[src/rtl/cdb_arb.sv]
// cdb_arb - common data bus slot arbiter.
//
// Up to four completing functional units are selected each cycle and granted
// combinationally. Their PR tag, AR tag and result are registered and
// broadcast on the four CDB slots in the following cycle. Winners are packed
// into slots from 0 upward in scan order; unused slots read as all-zero with
// their broadcast bit low.
//
// Configuration macro: CDB_ARB_RR_EN
//   defined   : round-robin scan starting at rr_ptr; rr_ptr advances past the
//               last granted FU.
//   undefined : fixed priority, scan always starts at FU 0 (no pointer state).
//
// Ports:
//   clock, reset        rising-edge clock, asynchronous active-high reset
//   branch_recover      flush: no grants this cycle, empty broadcast next cycle
//   fu_req              per-FU request
//   fu_pr_tag/ar_tag/   packed per-FU payload, FU i at [i*W +: W]
//   fu_result
//   fu_grant            per-FU grant (combinational)
//   cdb_broadcast       registered slot valid bits
//   cdb_pr_tag0..3,     registered slot payloads
//   cdb_ar_tag0..3,
//   cdb_value0..3

module cdb_arb #(
  parameter int NUM_FU = 8,
  parameter int PR_W   = 7,
  parameter int AR_W   = 5,
  parameter int DATA_W = 64
) (
  input  logic                     clock,
  input  logic                     reset,
  input  logic                     branch_recover,
  input  logic [NUM_FU-1:0]        fu_req,
  input  logic [NUM_FU*PR_W-1:0]   fu_pr_tag,
  input  logic [NUM_FU*AR_W-1:0]   fu_ar_tag,
  input  logic [NUM_FU*DATA_W-1:0] fu_result,
  output logic [NUM_FU-1:0]        fu_grant,
  output logic [3:0]               cdb_broadcast,
  output logic [PR_W-1:0]          cdb_pr_tag0,
  output logic [PR_W-1:0]          cdb_pr_tag1,
  output logic [PR_W-1:0]          cdb_pr_tag2,
  output logic [PR_W-1:0]          cdb_pr_tag3,
  output logic [AR_W-1:0]          cdb_ar_tag0,
  output logic [AR_W-1:0]          cdb_ar_tag1,
  output logic [AR_W-1:0]          cdb_ar_tag2,
  output logic [AR_W-1:0]          cdb_ar_tag3,
  output logic [DATA_W-1:0]        cdb_value0,
  output logic [DATA_W-1:0]        cdb_value1,
  output logic [DATA_W-1:0]        cdb_value2,
  output logic [DATA_W-1:0]        cdb_value3
);

  localparam int NUM_SLOT = 4;

  logic [NUM_SLOT-1:0] slot_vld_d, slot_vld_q;
  logic [PR_W-1:0]     slot_pr_d  [NUM_SLOT];
  logic [PR_W-1:0]     slot_pr_q  [NUM_SLOT];
  logic [AR_W-1:0]     slot_ar_d  [NUM_SLOT];
  logic [AR_W-1:0]     slot_ar_q  [NUM_SLOT];
  logic [DATA_W-1:0]   slot_val_d [NUM_SLOT];
  logic [DATA_W-1:0]   slot_val_q [NUM_SLOT];

  logic [2:0] n_slot;
  int         idx;
  int         scan_start;

`ifdef CDB_ARB_RR_EN
  localparam int PTR_W = (NUM_FU > 1) ? $clog2(NUM_FU) : 1;

  logic [PTR_W-1:0] rr_ptr_d, rr_ptr_q;
  logic             any_grant;
  int               last_idx;

  assign scan_start = int'(rr_ptr_q);
`else
  assign scan_start = 0;
`endif

  // Walk the FUs once in scan order, handing out slots until four are used.
  // Reset and recover both suppress every grant, which also leaves the slot
  // inputs at zero so the next broadcast is empty.
  always_comb begin
    fu_grant   = '0;
    slot_vld_d = '0;
    for (int s = 0; s < NUM_SLOT; s++) begin
      slot_pr_d[s]  = '0;
      slot_ar_d[s]  = '0;
      slot_val_d[s] = '0;
    end
    n_slot = 3'd0;
    idx    = 0;
`ifdef CDB_ARB_RR_EN
    any_grant = 1'b0;
    last_idx  = 0;
`endif
    if (!reset && !branch_recover) begin
      for (int k = 0; k < NUM_FU; k++) begin
        idx = scan_start + k;
        if (idx >= NUM_FU) idx = idx - NUM_FU;
        if (fu_req[idx] && (n_slot < 3'd4)) begin
          fu_grant[idx]                = 1'b1;
          slot_vld_d[n_slot[1:0]]      = 1'b1;
          slot_pr_d[n_slot[1:0]]       = fu_pr_tag[idx*PR_W +: PR_W];
          slot_ar_d[n_slot[1:0]]       = fu_ar_tag[idx*AR_W +: AR_W];
          slot_val_d[n_slot[1:0]]      = fu_result[idx*DATA_W +: DATA_W];
          n_slot                       = n_slot + 3'd1;
`ifdef CDB_ARB_RR_EN
          any_grant = 1'b1;
          last_idx  = idx;
`endif
        end
      end
    end
  end

`ifdef CDB_ARB_RR_EN
  // Next scan starts just past the last winner so losers move to the front.
  always_comb begin
    rr_ptr_d = rr_ptr_q;
    if (any_grant) begin
      if (last_idx >= NUM_FU - 1) rr_ptr_d = '0;
      else                        rr_ptr_d = PTR_W'(last_idx + 1);
    end
  end

  always_ff @(posedge clock or posedge reset) begin
    if (reset) rr_ptr_q <= '0;
    else       rr_ptr_q <= rr_ptr_d;
  end
`endif

  always_ff @(posedge clock or posedge reset) begin
    if (reset) begin
      slot_vld_q <= '0;
      for (int s = 0; s < NUM_SLOT; s++) begin
        slot_pr_q[s]  <= '0;
        slot_ar_q[s]  <= '0;
        slot_val_q[s] <= '0;
      end
    end else begin
      slot_vld_q <= slot_vld_d;
      for (int s = 0; s < NUM_SLOT; s++) begin
        slot_pr_q[s]  <= slot_pr_d[s];
        slot_ar_q[s]  <= slot_ar_d[s];
        slot_val_q[s] <= slot_val_d[s];
      end
    end
  end

  assign cdb_broadcast = slot_vld_q;
  assign cdb_pr_tag0   = slot_pr_q[0];
  assign cdb_pr_tag1   = slot_pr_q[1];
  assign cdb_pr_tag2   = slot_pr_q[2];
  assign cdb_pr_tag3   = slot_pr_q[3];
  assign cdb_ar_tag0   = slot_ar_q[0];
  assign cdb_ar_tag1   = slot_ar_q[1];
  assign cdb_ar_tag2   = slot_ar_q[2];
  assign cdb_ar_tag3   = slot_ar_q[3];
  assign cdb_value0    = slot_val_q[0];
  assign cdb_value1    = slot_val_q[1];
  assign cdb_value2    = slot_val_q[2];
  assign cdb_value3    = slot_val_q[3];

endmodule

[config.mk]
export PLATFORM = sky130hd
export DESIGN_NAME = cdb_arb
export DESIGN_NICKNAME = d
export VERILOG_FILES = /design/src/rtl/cdb_arb.sv
export SDC_FILE = /design/constraint.sdc
export NUM_CORES = 1
export LEC_CHECK = 0
export BUFFER_PORTS_ARGS = -buffer_cell sky130_fd_sc_hd__clkbuf_2
export CAP_MARGIN = 5
export CORE_AREA = 2 2 361 363
export DETAILED_ROUTE_END_ITERATION = 12
export DIE_AREA = 0 0 363 365
export PLACE_DENSITY_LB_ADDON = 0.15
export SLEW_MARGIN = 20
export SYNTH_ARGS = -nofsm -noshare
export SYNTH_HDL_FRONTEND = slang
export SYNTH_SLANG_ARGS = --single-unit
export TNS_END_PERCENT = 5
[constraint.sdc]
create_clock -name clock -period 13.7 [get_ports clock]
set_clock_uncertainty 0.1 [all_clocks]
set_input_delay 2.74 -clock clock [delete_from_list [all_inputs] [get_ports clock]]
set_output_delay 2.74 -clock clock [all_outputs]
set_load 0.005 [all_outputs]
# Word-level counts from Yosys, hierarchy flattened
# Cells that the tools add are included.
[classes] addsub=6 n_mul=16 magnitude_cmp=51 shift=24 muxes=219 n_bitwise=21 reduce_logical=32
[ops] cell="$shiftx 512x32->64" n=8
[ops] cell="$mux 256" n=14
[ops] cell="$bwmux 256" n=7
[ops] cell="$demux 64 s2" n=7
[ops] cell="$mux 64" n=9
[ops] cell="$mul 32x4->32 const B" n=16
[ops] cell="$shiftx 56x32->7" n=8
[ops] cell="$mux 28" n=14
[ops] cell="$shiftx 40x32->5" n=8
[ops] cell="$mux 20" n=14
[ops] cell="$ge 32x1->1 const B" n=8
[ops] cell="$lt 32x5->1 const B" n=8
[ops] cell="$mux 32" n=8
[ops] cell="$bwmux 28" n=7
[ops] cell="$bwmux 20" n=7
[ops] cell="$mux 8" n=16
[ops] cell="$demux 7 s2" n=7
[ops] cell="$demux 5 s2" n=7
[ops] cell="$mux 7" n=9
[ops] cell="$mux 4" n=14
[ops] cell="$or 8x8->8" n=7
[ops] cell="$mux 5" n=9
[ops] cell="$mux 3" n=13
[ops] cell="$mux 1" n=34
[ops] cell="other kinds (14)" n=110
[word_totals] register_bits=308 input_bits=619 word_cells=382

# Depth between registers and ports, before layout
# Gate-level depths: netlist (run 1).
[logic_depth] word_depth=40 ltp_mapped=27 ltp_nobuf=22

# Worst setup path after synthesis (run 1)
# No wires, ideal clock.
[synth_timing] kind="input-to-output" start="in fu_req[0]" end="out fu_grant[7]" t_arrival_ps=6269 required_ps=10860 path_slack_ps=4591 cell_stages=21 path_buffers=2 path_cell_list="buf_2 > inv_1 > fa_1 > inv_1 > ha_1 > mux2i_1 > a22oi_1 > o21ai_0 > inv_1 > ha_1 > and2_1 > clkbuf_1 > nor2_1 > nand2_1 > nor2_1 > a21oi_1 > ha_1 > nand2_1 > nand2_1 > nor3_2 > and2_1"
[synth_between] elab_chain_len=33 elab_cells_between_ends=81 cone_classes="6 x add/sub; 7 x order compare; 54 x mux; 7 x bitwise; 7 x reduce/logical"
[synth_rtl] item="start: declaration" line="35" text="input logic [NUM_FU-1:0] fu_req,"
[synth_rtl] item="$bmux 1 s3" line="102" text="if (fu_req[idx] && (n_slot < 3'd4)) begin"
[synth_rtl] item="$mux 1 (implied by the code) (2 in series)" line="102"
[synth_rtl] item="$mux 1" line="102"
[synth_rtl] item="$mux 3" line="98" text="if (!reset && !branch_recover) begin"
[synth_rtl] item="$lt 3x3->1" line="102"
[synth_rtl] item="$logic_and 1x1->1" line="102"
[synth_rtl] item="$mux 3" line="102"
[synth_rtl] item="$mux 3" line="98"
[synth_rtl] item="(+16 left out)"
[synth_rtl] item="$lt 3x3->1" line="102"
[synth_rtl] item="$logic_and 1x1->1" line="102"
[synth_rtl] item="$mux 3" line="102"
[synth_rtl] item="$mux 3" line="98"
[synth_rtl] item="$lt 3x3->1" line="102"
[synth_rtl] item="$logic_and 1x1->1" line="102"
[synth_rtl] item="$mux 8 (*)" line="102"
[synth_rtl] item="$mux 8 (*)" line="98"
[synth_rtl] item="end: declaration" line="39" text="output logic [NUM_FU-1:0] fu_grant,"
# Mark *: on every way between the ends. The rest lies on a longest branch, timed or not. The select of a mux whose other input is x is not followed.

# Worst setup path after layout (run 1)
# Same ends and word-level chain as after synthesis.

==> results of run 1 <==
worst paths after layout:
path / slack (ns) / to / depth (start not counted) / start
max: 1.99 / fu_grant[7] / 18 / fu_req[0]
min: 2.32 / cdb_pr_tag1[2] / 2 / reset
max in group asynchronous: 9.44 / cdb_value2[44] / 4 / reset
min in group clock: 2.33 / cdb_ar_tag1[0] / 3 / fu_ar_tag[35]
sequential cells by signal, indices dropped and copies added, names as in the netlist, 7 cells and up:
signal / count
cdb_pr_tag0: 7
cdb_pr_tag1: 7
cdb_pr_tag2: 7
cdb_pr_tag3: 7
cdb_value0: 64
cdb_value1: 64
cdb_value2: 64
cdb_value3: 64
where the power goes:
part / switching [mW] / internal (mW)
registers: 0.0562 / 1.02
clock network: 0.508 / 0.790
logic: 1.07 / 0.572
total: 1.64 / 2.38
layout make-up:
cell class	count	area share, %
Multi-Input combinational cell	2270	49.0
Sequential cell	308	23.0
Timing Repair Buffer	994	15.6
Tap cell	1675	6.26
Clock buffer	66	4.14
Inverter	94	1.08
Clock inverter	13	0.598
Antenna cell	41	0.306
cell usage in the layout, fill, tap and decap left out, types with 2 or more instances in the layout:
cell type	n
a211oi_1	77
a21boi_0	2
a21o_1	79
a21oi_1	85
a221o_1	151
a221oi_1	75
a22o_1	151
a22oi_1	2
a311oi_1	76
a41oi_1	2
and2_1	5
and3_1	3
and3_4	7
buf_12	8
buf_4	53
bufinv_16	5
clkbuf_1	5
clkbuf_16	47
clkbuf_2	932
clkbuf_8	14
clkinv_2	5
dfrtp_1	308
diode_2	41
ha_1	20
inv_1	92
inv_6	2
mux2i_1	308
nand2_1	471
nand2b_1	3
nand3_1	4
nand3_4	6
nand4_1	2
nor2_1	89
nor2_4	5
nor3_2	3
o211ai_1	306
o21ai_0	152
o221ai_1	153
or2_2	2
logic make-up (layout without fill, tap and decap cells):
group	count (synthesis)	in the layout
buf+inv	476	1167
flops	308	308
mux	308	308
fa+ha+maj	21	21
xor+xnor	2	2
other cells	0	41
simple gates	611	611
compound gates	1328	1328
metal layers:
metal | vias to the layer above | wire [µm]
met3 | 354 | 18900
met4 | 64 | 5780
met1 | 16000 | 76300
met5 | - | 425
met2 | 2015 | 84100
li1 | 13300 | -
critical path, cell delays in order:
cell,delay [ns]
buf_6,0.47
inv_1,0.27
ha_1,0.50
and3_4,0.78
inv_1,0.59
ha_1,0.51
a21boi_0,0.73
nand2_1,0.28
a21oi_1,0.32
ha_1,0.29
nor2_1,0.14
a21oi_1,0.08
ha_1,0.19
nand2_1,0.08
nand2_1,0.06
nor3_2,0.36
and2_1,0.21
clkbuf_2,0.21
through the flow:
step	instance area [µm²]	std cells	utilization (%)	setup WS (ns)
after floorplan	25800	3054	-	2.34
after global placement	31800	5341	24.7	2.04
after detailed placement	31800	5341	24.7	1.93
after CTS	33400	5420	26.0	1.93
after global routing	33500	5449	26.0	1.51
final	33500	5461	26.0	1.99
==> flow_summary.ini, run 1 <==
[logic_synthesis]
synth.most_common_cell = nand2_1
ys_ff_latch = 308
synth-edff-count = 0
synth_mux_area_share_pct = 11.9
synthTopCellsByArea = dfrtp_1 30%, mux2i_1 12%, o211ai_1 8.9%
synth.yosys.warnings = 0
ys_top_cells_by_count = 472 x nand2_1, 308 x dfrtp_1, 308 x mux2i_1, 306 x o211ai_1, 276 x clkbuf_1
synth_ff_type = dfrtp_1
synthAdderAreaFrac_pct = 1.05
yosysTopAreaCell = dfrtp_1
syn-num-nets = 3694
syn_inst = 3054
ys_types = 59
async_reset_ff_share_pct = 100
synth_top_family_by_area = compound AO/OA/AOI/OAI gates
synth_top_area_share_pct = 29.8
synth-simple-area-share_pct = 9.30
seq_area_frac_synth_pct = 29.8
synth_compound_area_share_pct = 40.1
yosys.area_share.xor_xnor_pct = 0.0968
synth_area_per_cell_um2 = 8.46
netlist_area_um2 = 25800

[placement]
place_congestion = 0.848
dp_hpwl_um = 127000
port_buffers = 934

[detailed_routing]
drtIter0Drc = 3691
drc_errors = 0
vias_per_cell = 5.81
vias = 31700
routed_wl_um = 186000
drtAntennaViolNets = 0
drt-wirelength-per-cell_um = 34.0
dr.pass1.iters = 6

[global_route]
gr-total-overflow = 0
grt_pass1_vias = 30900
grt_pass1_wl_um = 253000
grtUsageMet1_pct = 34.6
grtUsageMet3_pct = 7.67
grtUsageTotal_pct = 26.5
busiest_layer = met2
grt_util_met2_pct = 42.0
grt_start_max_net_pins = 154
antenna_found_initial = 79

[floorplanning]
die_w_um = 363
num_rows = 132
die_area_um2 = 132000
core_um2 = 129000
boundaryPins = 935
start_util_pct = 20.1
die_y_um = 365

[sta]
slew_headroom_pct = 25.9
worst_pin_slew_ns = 1.11
rsz0062_at_grt = false
final-hold-violation-count = 0
hold_slack_ns = 2.32
slew_violations = 0
timing.final.crit_share_pct = 85.4
fin_crit_ns = 11.71
final-setup-viol-count = 0
max_freq_mhz = 85.4
fin_setup_tns_ns = 0

[setup_path]
setup.worst_path.end_class = primary output
cp_max_fo = 63
critPathLaunchType = input port
cp.required_ns = 10.86
critPathArrivalTime_ns = 8.87
worstSetupPathType = in2out

[layout]
drive_gt1_share_pct = 29.6
multi_input_area_um2 = 16400
fin_nets = 4353
n_fill_cell = 14300
syn_to_final_growth_pct = 29.6
seq_area_um2 = 7710

[clock_network]
hold_buffers = 0
clock_sinks = 308
cts_root_buf = clkbuf_16
clk_pin_slew_worst_paths_ns = 0.06
htree_levels = 2
post_cts_resized = 0
cts_tree = built
cts_buffer_depth = 3
post_cts_buffers = 0
numCtsBuffers = 45

[power_and_ir_drop]
leakage_nw = 16.2
peakVddDrop_v = 0.0000729
finalPower_mw = 4.02
powerDensity_nw_per_um2 = 120

[run]
drv_cap = 0

[status]
status = finished, final reports clean

[hold_path]
hp-class = in2async
Note: power is estimated with default switching activity, not from simulation.
==> run 2, diff against run 1 <==
--- a/config.mk
+++ b/config.mk
@@ -7,9 +7,9 @@
 export LEC_CHECK = 0
 export BUFFER_PORTS_ARGS = -buffer_cell sky130_fd_sc_hd__clkbuf_2
 export CAP_MARGIN = 5
-export CORE_AREA = 2 2 361 363
+export CORE_AREA = 2 2 366 368
 export DETAILED_ROUTE_END_ITERATION = 12
-export DIE_AREA = 0 0 363 365
+export DIE_AREA = 0 0 368 370
 export PLACE_DENSITY_LB_ADDON = 0.15
 export SLEW_MARGIN = 20
 export SYNTH_ARGS = -nofsm -noshare
==> flow_summary.ini, run 2 (synthesis gave the netlist of run 1 again) <==
[status]
status = finished, final reports clean

[detailed_routing]
vias = 31800
drtAntennaViolNets = 0
drt-wirelength-per-cell_um = 33.9
dr.pass1.iters = 6
drtIter0Drc = 3967
routed_wl_um = 188000
drc_errors = 0
vias_per_cell = 5.72

[sta]
fin_crit_ns = 11.23
timing.final.crit_share_pct = 81.9
rsz0062_at_grt = false
final-setup-viol-count = 0
worst_pin_slew_ns = 1.14
fin_setup_tns_ns = 0
max_freq_mhz = 89.1
final-hold-violation-count = 0
slew_headroom_pct = 23.7
slew_violations = 0
hold_slack_ns = 2.17

[clock_network]
cts_buffer_depth = 3
numCtsBuffers = 44
clock_sinks = 308
post_cts_buffers = 0
cts_root_buf = clkbuf_16
clk_pin_slew_worst_paths_ns = 0.07
cts_tree = built
hold_buffers = 0
htree_levels = 2
post_cts_resized = 0

[floorplanning]
core_um2 = 132000
die_w_um = 368
die_area_um2 = 136000
boundaryPins = 935
start_util_pct = 19.5
num_rows = 134
die_y_um = 370

[run]
drv_cap = 0

[layout]
mostFrequentLayoutCells = 932 x clkbuf_2, 471 x nand2_1, 308 x mux2i_1, 308 x dfrtp_1, 306 x o211ai_1
drive_gt1_share_pct = 29.7
syn_to_final_growth_pct = 29.7
n_fill_cell = 14700
final_common_cell = clkbuf_2
fin_nets = 4359

[global_route]
grt_pass1_vias = 31200
antenna_found_initial = 80
grt_pass1_wl_um = 258000
gr-total-overflow = 0
grtUsageTotal_pct = 26.3
grt_start_max_net_pins = 159

[placement]
dp_hpwl_um = 128000
port_buffers = 934
place_congestion = 0.855

[setup_path]
critPathSlowestCell = a21boi_0
cp_max_fo = 41
critPathArrivalTime_ns = 8.39
path_common_cell = ha_1
crit_chain = buf_4 -> inv_1 -> ha_1 -> and3_4 -> inv_1 -> ha_1 -> a21boi_0 -> nand2_1 -> a21oi_1 -> ha_1 -> nor2_1 -> a21oi_1 -> ha_1 -> nand2_1 -> nand2_1 -> nor3_2 -> and2_1 -> clkbuf_2
cp.required_ns = 10.86
setup.worst_path.end_class = primary output
critPathLaunchType = input port
slowest_delay_ns = 0.74
worstSetupPathType = in2out

[power_and_ir_drop]
leakage_nw = 16.2
powerDensity_nw_per_um2 = 119
peakVddDrop_v = 0.0000823

[hold_path]
hp-class = in2async
run 2: routing by layer:
metal | track usage [%] | wire length (µm)
met3 | 8.64 | 20800
met5 | 0 | 350
met4 | 8.41 | 5860
met2 | 41.0 | 83600
met1 | 34.1 | 77900
run 2: power by group:
| part | internal (mW) | switching (mW) |
|---|---|---|
| sequential | 1.02 | 0.0531 |
| clock | 0.732 | 0.507 |
| combinational | 0.576 | 1.10 |
run 2: cell type report:
class                      count  area (µm²)  share of cell area, %
antenna                       31        77.6                  0.231
clock buffer                  61        1260                   3.75
clock inverter                19         231                  0.691
inverter                      94         360                   1.07
multi-input combinational   2270       16400                   48.9
sequential                   308        7710                   23.0
tap                         1768        2210                   6.60
timing repair buffer        1001        5270                   15.7
run 2: critical path, delay by kind of cell:
family | cells | cell delay, ns
buf+inv | 4 | 1.16
fa+ha+maj | 4 | 1.36
compound gates | 3 | 1.14
simple gates | 7 | 1.94
run 2: worst max-delay path by stage:
stage,endpoint,cells after the start,slack [ns],startpoint
final,fu_grant[7],18,2.47,fu_req[1]
after global placement,fu_grant[7],19,2.47,fu_req[1]
after floorplan,cdb_ar_tag0[0],1,2.34,reset
after global routing,fu_grant[7],18,1.88,fu_req[1]
after detailed placement,fu_grant[7],18,2.42,fu_req[1]
after CTS,fu_grant[7],18,2.42,fu_req[1]
run 2: stage by stage:
| stage | utilization [%] | worst slack [ns] | total power, mW | instance area, µm² | cells |
|---|---|---|---|---|---|
| global placement | 24.1 | 2.47 | 2.74 | 31900 | 5439 |
| detailed placement | 24.1 | 2.42 | 2.73 | 32000 | 5441 |
| CTS | 25.2 | 2.42 | 3.99 | 33400 | 5521 |
| finish | 25.3 | 2.47 | 3.99 | 33500 | 5552 |
| global route | 25.3 | 1.88 | 4.13 | 33500 | 5547 |
| floorplan | - | 2.34 | 1.96 | 25800 | 3054 |
